<file path="src/rtl/mux_4_1_pkg.sv">
// Shared constants for the registered 4:1 multiplexer: select codes and default data width.
package mux_4_1_pkg;

  localparam int unsigned DEFAULT_WIDTH = 8;

  localparam logic [1:0] SEL_A = 2'b00;
  localparam logic [1:0] SEL_B = 2'b01;
  localparam logic [1:0] SEL_C = 2'b10;
  localparam logic [1:0] SEL_D = 2'b11;

endpackage

</file>
<file path="src/rtl/mux_4_1_sel.sv">
// Purely combinational 4:1 word selector; S picks one of A..D.
module mux_4_1_sel
  import mux_4_1_pkg::*;
#(
  parameter int unsigned WIDTH = DEFAULT_WIDTH
) (
  input  logic [1:0]       S,
  input  logic [WIDTH-1:0] A,
  input  logic [WIDTH-1:0] B,
  input  logic [WIDTH-1:0] C,
  input  logic [WIDTH-1:0] D,
  output logic [WIDTH-1:0] sel
);

  always_comb begin
    sel = A;
    unique case (S)
      SEL_A: sel = A;
      SEL_B: sel = B;
      SEL_C: sel = C;
      SEL_D: sel = D;
    endcase
  end

endmodule

</file>
<file path="src/rtl/mux_4_1.sv">
// Registered 4:1 multiplexer with valid qualifier; optional even-parity output
// F_par when MUX_4_1_PARITY_EN is defined.
module mux_4_1
  import mux_4_1_pkg::*;
#(
  parameter int unsigned WIDTH = DEFAULT_WIDTH
) (
  input  logic             clk,
  input  logic             rst_n,
  output logic [WIDTH-1:0] F,
  input  logic [1:0]       S,
  input  logic [WIDTH-1:0] A,
  input  logic [WIDTH-1:0] B,
  input  logic [WIDTH-1:0] C,
  input  logic [WIDTH-1:0] D,
  input  logic             in_valid,
  output logic             out_valid
`ifdef MUX_4_1_PARITY_EN
  ,
  output logic             F_par
`endif
);

  logic [WIDTH-1:0] sel;
  logic [WIDTH-1:0] f_q;
  logic             out_valid_q;

  mux_4_1_sel #(
    .WIDTH(WIDTH)
  ) u_sel (
    .S  (S),
    .A  (A),
    .B  (B),
    .C  (C),
    .D  (D),
    .sel(sel)
  );

  // Data holds across invalid cycles; the valid flag tracks in_valid every edge.
  always_ff @(posedge clk) begin
    if (!rst_n) begin
      f_q         <= '0;
      out_valid_q <= 1'b0;
    end else begin
      out_valid_q <= in_valid;
      if (in_valid) begin
        f_q <= sel;
      end
    end
  end

  assign F         = f_q;
  assign out_valid = out_valid_q;

`ifdef MUX_4_1_PARITY_EN
  logic f_par_q;

  always_ff @(posedge clk) begin
    if (!rst_n) begin
      f_par_q <= 1'b0;
    end else if (in_valid) begin
      f_par_q <= ^sel;
    end
  end

  assign F_par = f_par_q;
`endif

endmodule

</file>
<file path="config.mk">
export PLATFORM = sky130hd
export DESIGN_NAME = mux_4_1
export DESIGN_NICKNAME = d
export VERILOG_FILES = /design/src/rtl/mux_4_1_pkg.sv /design/src/rtl/mux_4_1_sel.sv /design/src/rtl/mux_4_1.sv
export SDC_FILE = /design/constraint.sdc
export NUM_CORES = 1
export LEC_CHECK = 0
export CORE_MARGIN = 2
export CORE_UTILIZATION = 30
export DETAILED_ROUTE_END_ITERATION = 16
export PLACE_DENSITY = 0.77
export SLEW_MARGIN = 10
export SYNTH_ARGS = -nofsm -noshare
export SYNTH_HDL_FRONTEND = slang
export SYNTH_SLANG_ARGS = --single-unit
</file>
<file path="constraint.sdc">
create_clock -name clk -period 1.09 [get_ports clk]
set_input_delay 0.327 -clock clk [delete_from_list [all_inputs] [get_ports clk]]
set_output_delay 0.327 -clock clk [all_outputs]
set_load 0.02 [all_outputs]
</file>
==> run_results.csv, run 1 <==
group,metric,value,unit
drt,drtAntennaViolNets,0,
die,coreArea,1708,um2
clock_tree,cts_tree,"yes",
job,drv_cap,0,
final_layout,stdcell_area,1110,um2
grt,overflow,0,
final_layout,area_growth_syn_to_layout,107.7,%
timing,drv_slew,0,
placement,place_area,1040,um2
timing,max_slew_margin,86.65,%
die,fp.dieH,46.20,um
final_layout,final_util,64.98,%
critical_path,crit_required,0.76,ns
critical_path,critPathKind,"flip-flop to output pin",
clock_tree,path_clk_slew,0.07,ns
critical_path,slowest_delay,0.32,ns
drt,first_iter_violations,2,
die,pin_count,46,
final_layout,most-common-layout-cells,"clkdlybuf4s50_1 (32), mux2i_1 (14), buf_4 (11), nand3b_1 (8), o221ai_1 (8)",
placement,dp_hpwl,1255,um
pwr,vdd_drop_max,0.6889,mV
yosys,synthTopCellsByArea,"dfxtp_1 (34%), mux2i_1 (30%), o221ai_1 (13%), nand3b_1 (11%), buf_12 (3.7%)",
clock_tree,clock_path_buffers,2,
timing,rsz0062_at_grt,"false",
yosys,syn_area,534.3,um2
yosys,synth_cell_types,10,
clock_tree,numCtsBuffers,3,
grt,antenna_found_initial,0,
timing,hold_slack,0.4877,ns
drt,viasPerCell,4.857,
yosys,avgSynthCellArea,11.13,um2
grt,grt_busiest_layer,"met2",
pwr,p_leak,0.4919,nW
placement,io_buffer_count,45,
yosys,yosysSeqAreaShare,33.72,%
critical_path,crit_family,"flip-flops",
final_layout,fin_nets,139,
die,row_count,15,
drt,firstDrtPassIters,4,
timing,worstMarginPinSlew,0.2002,ns
placement,place.gp.congestion,0.7116,
yosys,yosysTopAreaCellShare,33.72,%
yosys,yosys_warnings,0,
grt,grt_pass1_wl,2573,um
critical_path,worst-path-buf-inv,1,
die,die_w,46.20,um
critical_path,slowest_stage,"dfxtp_2",
clock_tree,cts_hold_buffers,0,
timing,clock_skew,0,ns
final_layout,layout_commonest_cell,"clkdlybuf4s50_1",
timing,setup_violations,0,
pwr,power_density,894.6,nW/um2
critical_path,cp-start-kind,"flip-flop",
timing,tns,0,ns
timing,hold_viol,0,
grt,first_global_vias,567,
clock_tree,clkLatencyLatePin,0.27,ns
drt,num_vias,612,
clock_tree,root_buffer,"clkbuf_4",
grt,use_met3,6.667,%
drt,drcViolationCount,0,
critical_path,end_kind,"output pin",
clock_tree,cts_htree_levels,1,
placement,place_inst,121,
min_path,hp-class,"flip-flop to flip-flop",
final_layout,fin_cells,126,
timing,fin_crit_sh,97.76,%
clock_tree,clock_sinks,9,
final_layout,layout-drive-gt1-share,31.68,%
grt,grt_max_degree,10,
die,start_util,31.28,%
timing,fmax,938.4,MHz
drt,routed_wl,1801,um
grt,gr-usage-met2,27.78,%
drt,wl_per_cell,14.29,um
die,die_area,2134,um2
timing,fin_crit,1.066,ns
grt,grt.total_usage,17.33,%
critical_path,worstPathArrival,0.74,ns
critical_path,critPathMaxFanout,2,
yosys,synth_nets,85,
final_layout,fillerInstances,140,
grt,use_met1,22.01,%
critical_path,cp_cell_sequence,"buf_4",
final_layout,antenna_cells,0,
yosys,ys_ff_latch,9,
run_status,status,"finished, final reports clean",
yosys,synthCells,48,
yosys,yosys.area.top_type,"dfxtp_1",
metal layers:
metal | vias up | share of wire, %
met1 | 285 | 42
li1 | 299 | -
met2 | 28 | 49
met3 | 0 | 9.3
met4 | 0 | 0
met5 | - | 0
repair_timing:
action                     4_1_cts  5_1_grt
setup endpoints to repair       17       15
setup buffers                    0        0
gates resized for setup         46       18
cloned                           1        0
hold endpoints to repair         0        0
cell usage after synthesis, drive strengths merged:
master / instances
nand3b: 9
and2: 1
nand3: 1
dfxtp: 9
mux2i: 16
o221ai: 8
buf: 4
final cells by class:
type                    instances  area, um2  share of cell area, %
well taps                      25      31.28                  2.819
repair buffers                 53      529.3                  47.69
clock buffers                   4      26.28                  2.368
flip-flops and latches          9      188.9                  17.02
multi-input cells              35      334.1                  30.10
sequential cells by signal, indices dropped and copies added (netlist names):
register   count
F              8
out_valid      1
through the flow:
step / setup slack, ns / total power [mW]
2_1_floorplan: 0.09172 / 0.5029
3_3_place_gp: -0.3924 / 0.7045
3_5_place_dp: -0.4098 / 0.7092
4_1_cts: 0.002365 / 0.9831
5_1_grt: 0.001239 / 1.039
6_report: 0.02438 / 0.9928
power breakdown:
group / leakage (nW) / internal [mW] / total, mW / switching [mW]
clock: 0.0150 / 0.141 / 0.269 / 0.127
sequential: 0.0768 / 0.358 / 0.373 / 0.0144
combinational: 0.400 / 0.229 / 0.351 / 0.122
total: 0.492 / 0.729 / 0.993 / 0.264
cell families (layout without fill, tap and decap cells):
| logic type | count (synthesis) | in the layout | synth area share [%] |
|---|---|---|---|
| flops | 9 | 9 | 33.72 |
| mux | 16 | 16 | 29.98 |
| compound gates | 8 | 8 | 13.12 |
| buf+inv | 4 | 57 | 7.728 |
| simple gates | 11 | 11 | 15.46 |
final timing paths:
check              end  depth (start not counted)  slack (ns)  startpoint
setup / recovery  F[4]                          1        0.02        F[4]
hold / removal    F[1]                          2        0.49        F[1]
setup reg to reg  F[4]                          3        0.35        F[4]
hold reg to reg   F[1]                          2        0.49        F[1]
No activity file was read; power rests on OpenSTA's default activity.
==> inputs of run 2 (changes only) <==
- CELL_PAD_IN_SITES_DETAIL_PLACEMENT: unset -> 2
- CELL_PAD_IN_SITES_GLOBAL_PLACEMENT: unset -> 2
- CORE_UTILIZATION: 30 -> 16
- PLACE_DENSITY: 0.77 -> unset
- PLACE_DENSITY_LB_ADDON: unset -> 0.1
==> run 2 against run 1 <==
  * Clock skew stayed put
  * Clock power is 2% higher
  * Sequential power hardly changed
  * Critical path depth stayed put
  * Setup slack better by 0.0070 ns
  * Worst hold slack better by 0.012 ns
  * Sequential share of layout area is 0.66 points lower
  * Utilization is 28 points lower
  * Via count is 2.8% higher
  * Maximum frequency is 0.66% higher
  * Critical endpoint is now F[1]
  * Largest power group unchanged
==> run_results.csv, run 2 (synthesis gave the netlist of run 1 again) <==
group,metric,value,unit
timing,worstMarginPinSlew,0.2249,ns
critical_path,crit_family,"flip-flops",
grt,first_global_vias,667,
critical_path,end_kind,"output pin",
final_layout,layout-drive-gt1-share,33.66,%
timing,hold_slack,0.4999,ns
grt,grt_max_degree,10,
grt,antenna_found_initial,0,
timing,finalWorstSetupSlack,0.03135,ns
die,die_w,61.79,um
timing,fin_crit,1.059,ns
clock_tree,clock_path_buffers,2,
min_path,hp-class,"flip-flop to flip-flop",
critical_path,slowest_stage,"dfxtp_2",
drt,drcViolationCount,0,
placement,place.gp.congestion,0.6227,
timing,hold_viol,0,
final_layout,antenna_cells,0,
final_layout,largest_register_ffs,8,
critical_path,worst-path-buf-inv,1,
pwr,vdd_drop_max,0.5242,mV
clock_tree,root_buffer,"clkbuf_4",
clock_tree,numCtsBuffers,3,
final_layout,most-common-layout-cells,"clkdlybuf4s50_1 (32), mux2i_1 (15), dfxtp_2 (8), nand3b_1 (8), buf_6 (8)",
die,row_count,20,
pwr,power,1.016,mW
timing,clock_skew,0,ns
placement,dp_hpwl,1514,um
critical_path,critPathKind,"flip-flop to output pin",
final_layout,fin_nets,139,
clock_tree,path_clk_slew,0.07,ns
pwr,p_leak,0.5013,nW
die,coreArea,3103,um2
drt,firstDrtPassIters,3,
die,die_area,3817,um2
run_status,status,"finished, final reports clean",
timing,fin_crit_sh,97.12,%
critical_path,cp_cell_sequence,"buf_4",
clock_tree,cts_tree,"yes",
timing,fmax,944.6,MHz
timing,rsz0062_at_grt,"true",
clock_tree,clock_sinks,9,
die,pin_count,46,
final_layout,area_growth_syn_to_layout,117.6,%
critical_path,reg2regPathDepth,3,
drt,viasPerCell,4.338,
drt,wl_per_cell,14.57,um
critical_path,cp_num_cells,1,
job,drv_cap,0,
critical_path,cp-start-kind,"flip-flop",
min_path,min_path_cells,2,
timing,setup_violations,0,
clock_tree,post_cts_buffers,0,
clock_tree,clkLatencyLatePin,0.27,ns
pwr,power_density,874.1,nW/um2
critical_path,worstPathArrival,0.73,ns
final_layout,layout_commonest_cell,"clkdlybuf4s50_1",
placement,io_buffer_count,45,
clock_tree,cts_htree_levels,1,
timing,max_slew_margin,85.00,%
grt,grt_pass1_wl,3201,um
drt,num_vias,629,
critical_path,critPathMaxFanout,2,
drt,drtAntennaViolNets,0,
die,fp.dieH,61.79,um
critical_path,slowest_delay,0.32,ns
die,start_util,17.22,%
critical_path,crit_required,0.76,ns
timing,drv_slew,0,
grt,grt.total_usage,11.68,%
drt,routed_wl,2112,um
clock_tree,cts_hold_buffers,0,
placement,post-place-ws,-0.4453,ns
drt,first_iter_violations,2,
grt,overflow,0,
run 2: path summary, 6_finish.rpt:
check | to | slack (ns) | start
max | F[1] | 0.03 | F[1]
min | F[1] | 0.50 | F[1]
max reg2reg | F[3] | 0.36 | F[3]
min reg2reg | F[1] | 0.50 | F[1]
run 2: tightest hold or removal path, delay by kind of cell (launching register included):
kind            cells  cell delay, ns
flops               1            0.33
simple gates        1            0.07
compound gates      1            0.07
run 2: per-stage QoR:
step	utilization [%]	std cells	cell area [um2]	setup TNS, ns
after floorplan	-	48	534.3	0
after global placement	34.27	140	1064	-4.668
after detailed placement	34.27	140	1064	-4.876
after CTS	36.09	145	1120	0
after global routing	37.46	145	1162	-0.009355
final	37.46	145	1162	0
run 2: where the power goes:
group / internal (mW) / total [mW] / switching [mW]
combinational: 0.238 / 0.366 / 0.128
sequential: 0.359 / 0.376 / 0.0165
clock: 0.142 / 0.274 / 0.133
total: 0.739 / 1.02 / 0.277
run 2: routing by layer:
layer | up-vias | global-route usage, % | part of all wire (%)
li1 | 299 | - | -
met1 | 298 | 14.02 | 40
met4 | 0 | 1.824 | 0.38
met3 | 2 | 4.762 | 10
met5 | - | 0 | 0
met2 | 30 | 20.00 | 49
run 2: layout make-up:
class | instances | area [um2]
fillers | 359 | 1941
repair buffers | 53 | 548.0
multi-input cells | 35 | 342.8
flip-flops and latches | 9 | 190.2
well taps | 44 | 55.05
clock buffers | 4 | 26.28
run 2: timing repair:
action                                  in CTS  in global routing
endpoints found under the setup margin      17                 13
pin swaps                                    0                  0
gates cloned                                 1                  0
resized for setup                           56                 15
==> inputs of run 3 (changes only) <==
- CORE_MARGIN: 2 -> 5
==> run 3 against run 2 <==
  * Design area unchanged
  * Sequential share of layout area unchanged
  * Worst hold slack worse by 0.0054 ns
  * Non-clock buffer count up 2
  * Clock skew unchanged
  * Cell count up 2.8%
  * Critical path type unchanged
  * Largest power group unchanged
==> run_results.csv, run 3 (synthesis gave the netlist of run 1 again) <==
group,metric,value,unit
run_status,status,"finished, final reports clean",
drt,firstDrtPassIters,2,
grt,first_global_vias,659,
clock_tree,numCtsBuffers,3,
final_layout,antenna_cells,0,
drt,viasPerCell,4.181,
grt,grt.total_usage,10.13,%
clock_tree,cts_hold_buffers,0,
placement,place.gp.congestion,0.6832,
final_layout,area_growth_syn_to_layout,117.6,%
pwr,power,1.008,mW
die,die_w,67.79,um
final_layout,most-common-layout-cells,"clkdlybuf4s50_1 (32), mux2i_1 (15), buf_4 (11), dfxtp_2 (8), nand3b_1 (8)",
drt,drcViolationCount,0,
placement,io_buffer_count,45,
critical_path,worst-path-buf-inv,1,
timing,max_slew_margin,87.92,%
final_layout,stdcell_area,1162,um2
die,die_area,4595,um2
critical_path,critPathKind,"flip-flop to output pin",
die,pin_count,46,
grt,overflow,0,
drt,routed_wl,2250,um
pwr,power_density,867.1,nW/um2
critical_path,critPathMaxFanout,2,
die,coreArea,3284,um2
pwr,vdd_drop_max,0.5161,mV
final_layout,layout_commonest_cell,"clkdlybuf4s50_1",
final_layout,final_util,35.39,%
grt,grt_max_degree,10,
timing,setup_violations,0,
grt,grt_pass1_wl,3374,um
final_layout,fin_nets,141,
critical_path,cp_cell_sequence,"buf_4",
clock_tree,root_buffer,"clkbuf_4",
critical_path,end_kind,"output pin",
grt,antenna_found_initial,0,
timing,fmax,943.4,MHz
clock_tree,cts_tree,"yes",
critical_path,worstPathArrival,0.73,ns
final_layout,largest_register_ffs,8,
clock_tree,clock_path_buffers,2,
clock_tree,cts_htree_levels,1,
die,fp.dieH,67.79,um
min_path,hp-class,"flip-flop to flip-flop",
timing,fin_crit,1.060,ns
timing,clock_skew,0,ns
clock_tree,clkLatencyLatePin,0.26,ns
timing,fin_crit_sh,97.25,%
critical_path,cp-start-kind,"flip-flop",
placement,dp_hpwl,1742,um
clock_tree,clock_sinks,9,
drt,num_vias,623,
job,drv_cap,0,
placement,place_inst,143,
timing,hold_viol,0,
drt,drtAntennaViolNets,0,
timing,drv_slew,0,
critical_path,crit_required,0.76,ns
critical_path,slowest_stage,"dfxtp_2",
placement,place_area,1074,um2
critical_path,crit_family,"flip-flops",
clock_tree,path_clk_slew,0.07,ns
pwr,p_leak,0.5084,nW
final_layout,fin_cells,149,
critical_path,slowest_delay,0.33,ns
die,row_count,21,
final_layout,layout-drive-gt1-share,33.98,%
drt,wl_per_cell,15.10,um
timing,worstMarginPinSlew,0.1761,ns
drt,first_iter_violations,3,
die,start_util,16.27,%
## run 3: changes by cell type in the layout (fill, tap and decap cells not counted), sizes merged
| cell | previous run | this run |
|---|---|---|
| buf | 16 | 18 |
## run 3: timing repair
item,4_1_cts,5_1_grt
setup endpoints to repair,17,16
gates cloned,1,0
buffers inserted,0,1
resized for setup,48,19
## run 3: worst paths after layout
path | startpoint | to | slack (ns) | cells past startpoint
setup / recovery | F[1] | F[1] | 0.03 | 1
hold / removal | F[5] | F[5] | 0.49 | 2
setup reg to reg | F[6] | F[6] | 0.34 | 3
hold reg to reg | F[5] | F[5] | 0.49 | 2
## run 3: per-layer routing
layer / GRT usage (%) / routed length (um) / vias up / part of all wire [%]
met4: 2.233 / 11 / 0 / 0.49
met3: 3.827 / 181 / 2 / 8.0
met1: 12.01 / 898 / 300 / 40
li1: - / - / 305 / -
met5: 0 / 0 / - / 0
met2: 17.25 / 1159 / 16 / 52
## run 3: where the power goes
group,switching (mW),internal (mW)
sequential,0.0148,0.359
clock,0.128,0.141
combinational,0.127,0.238
## run 3: area by class of cell
cell class,instances,area [um2]
clock buffer,4,26.28
sequential,9,190.2
timing repair buffer,55,551.8
fill,372,2122
tap,46,57.56
multi-input combinational,35,336.6
## run 3: through the flow
step | hold slack, ns | TNS, ns | setup WS, ns
after floorplan | 0.5267 | 0 | 0.09172
after global placement | 0.4804 | -4.728 | -0.4218
after detailed placement | 0.4952 | -4.928 | -0.4402
after CTS | 0.5137 | 0 | 0.0003296
after global routing | 0.5268 | -0.005460 | -0.005460
final | 0.4945 | 0 | 0.03003
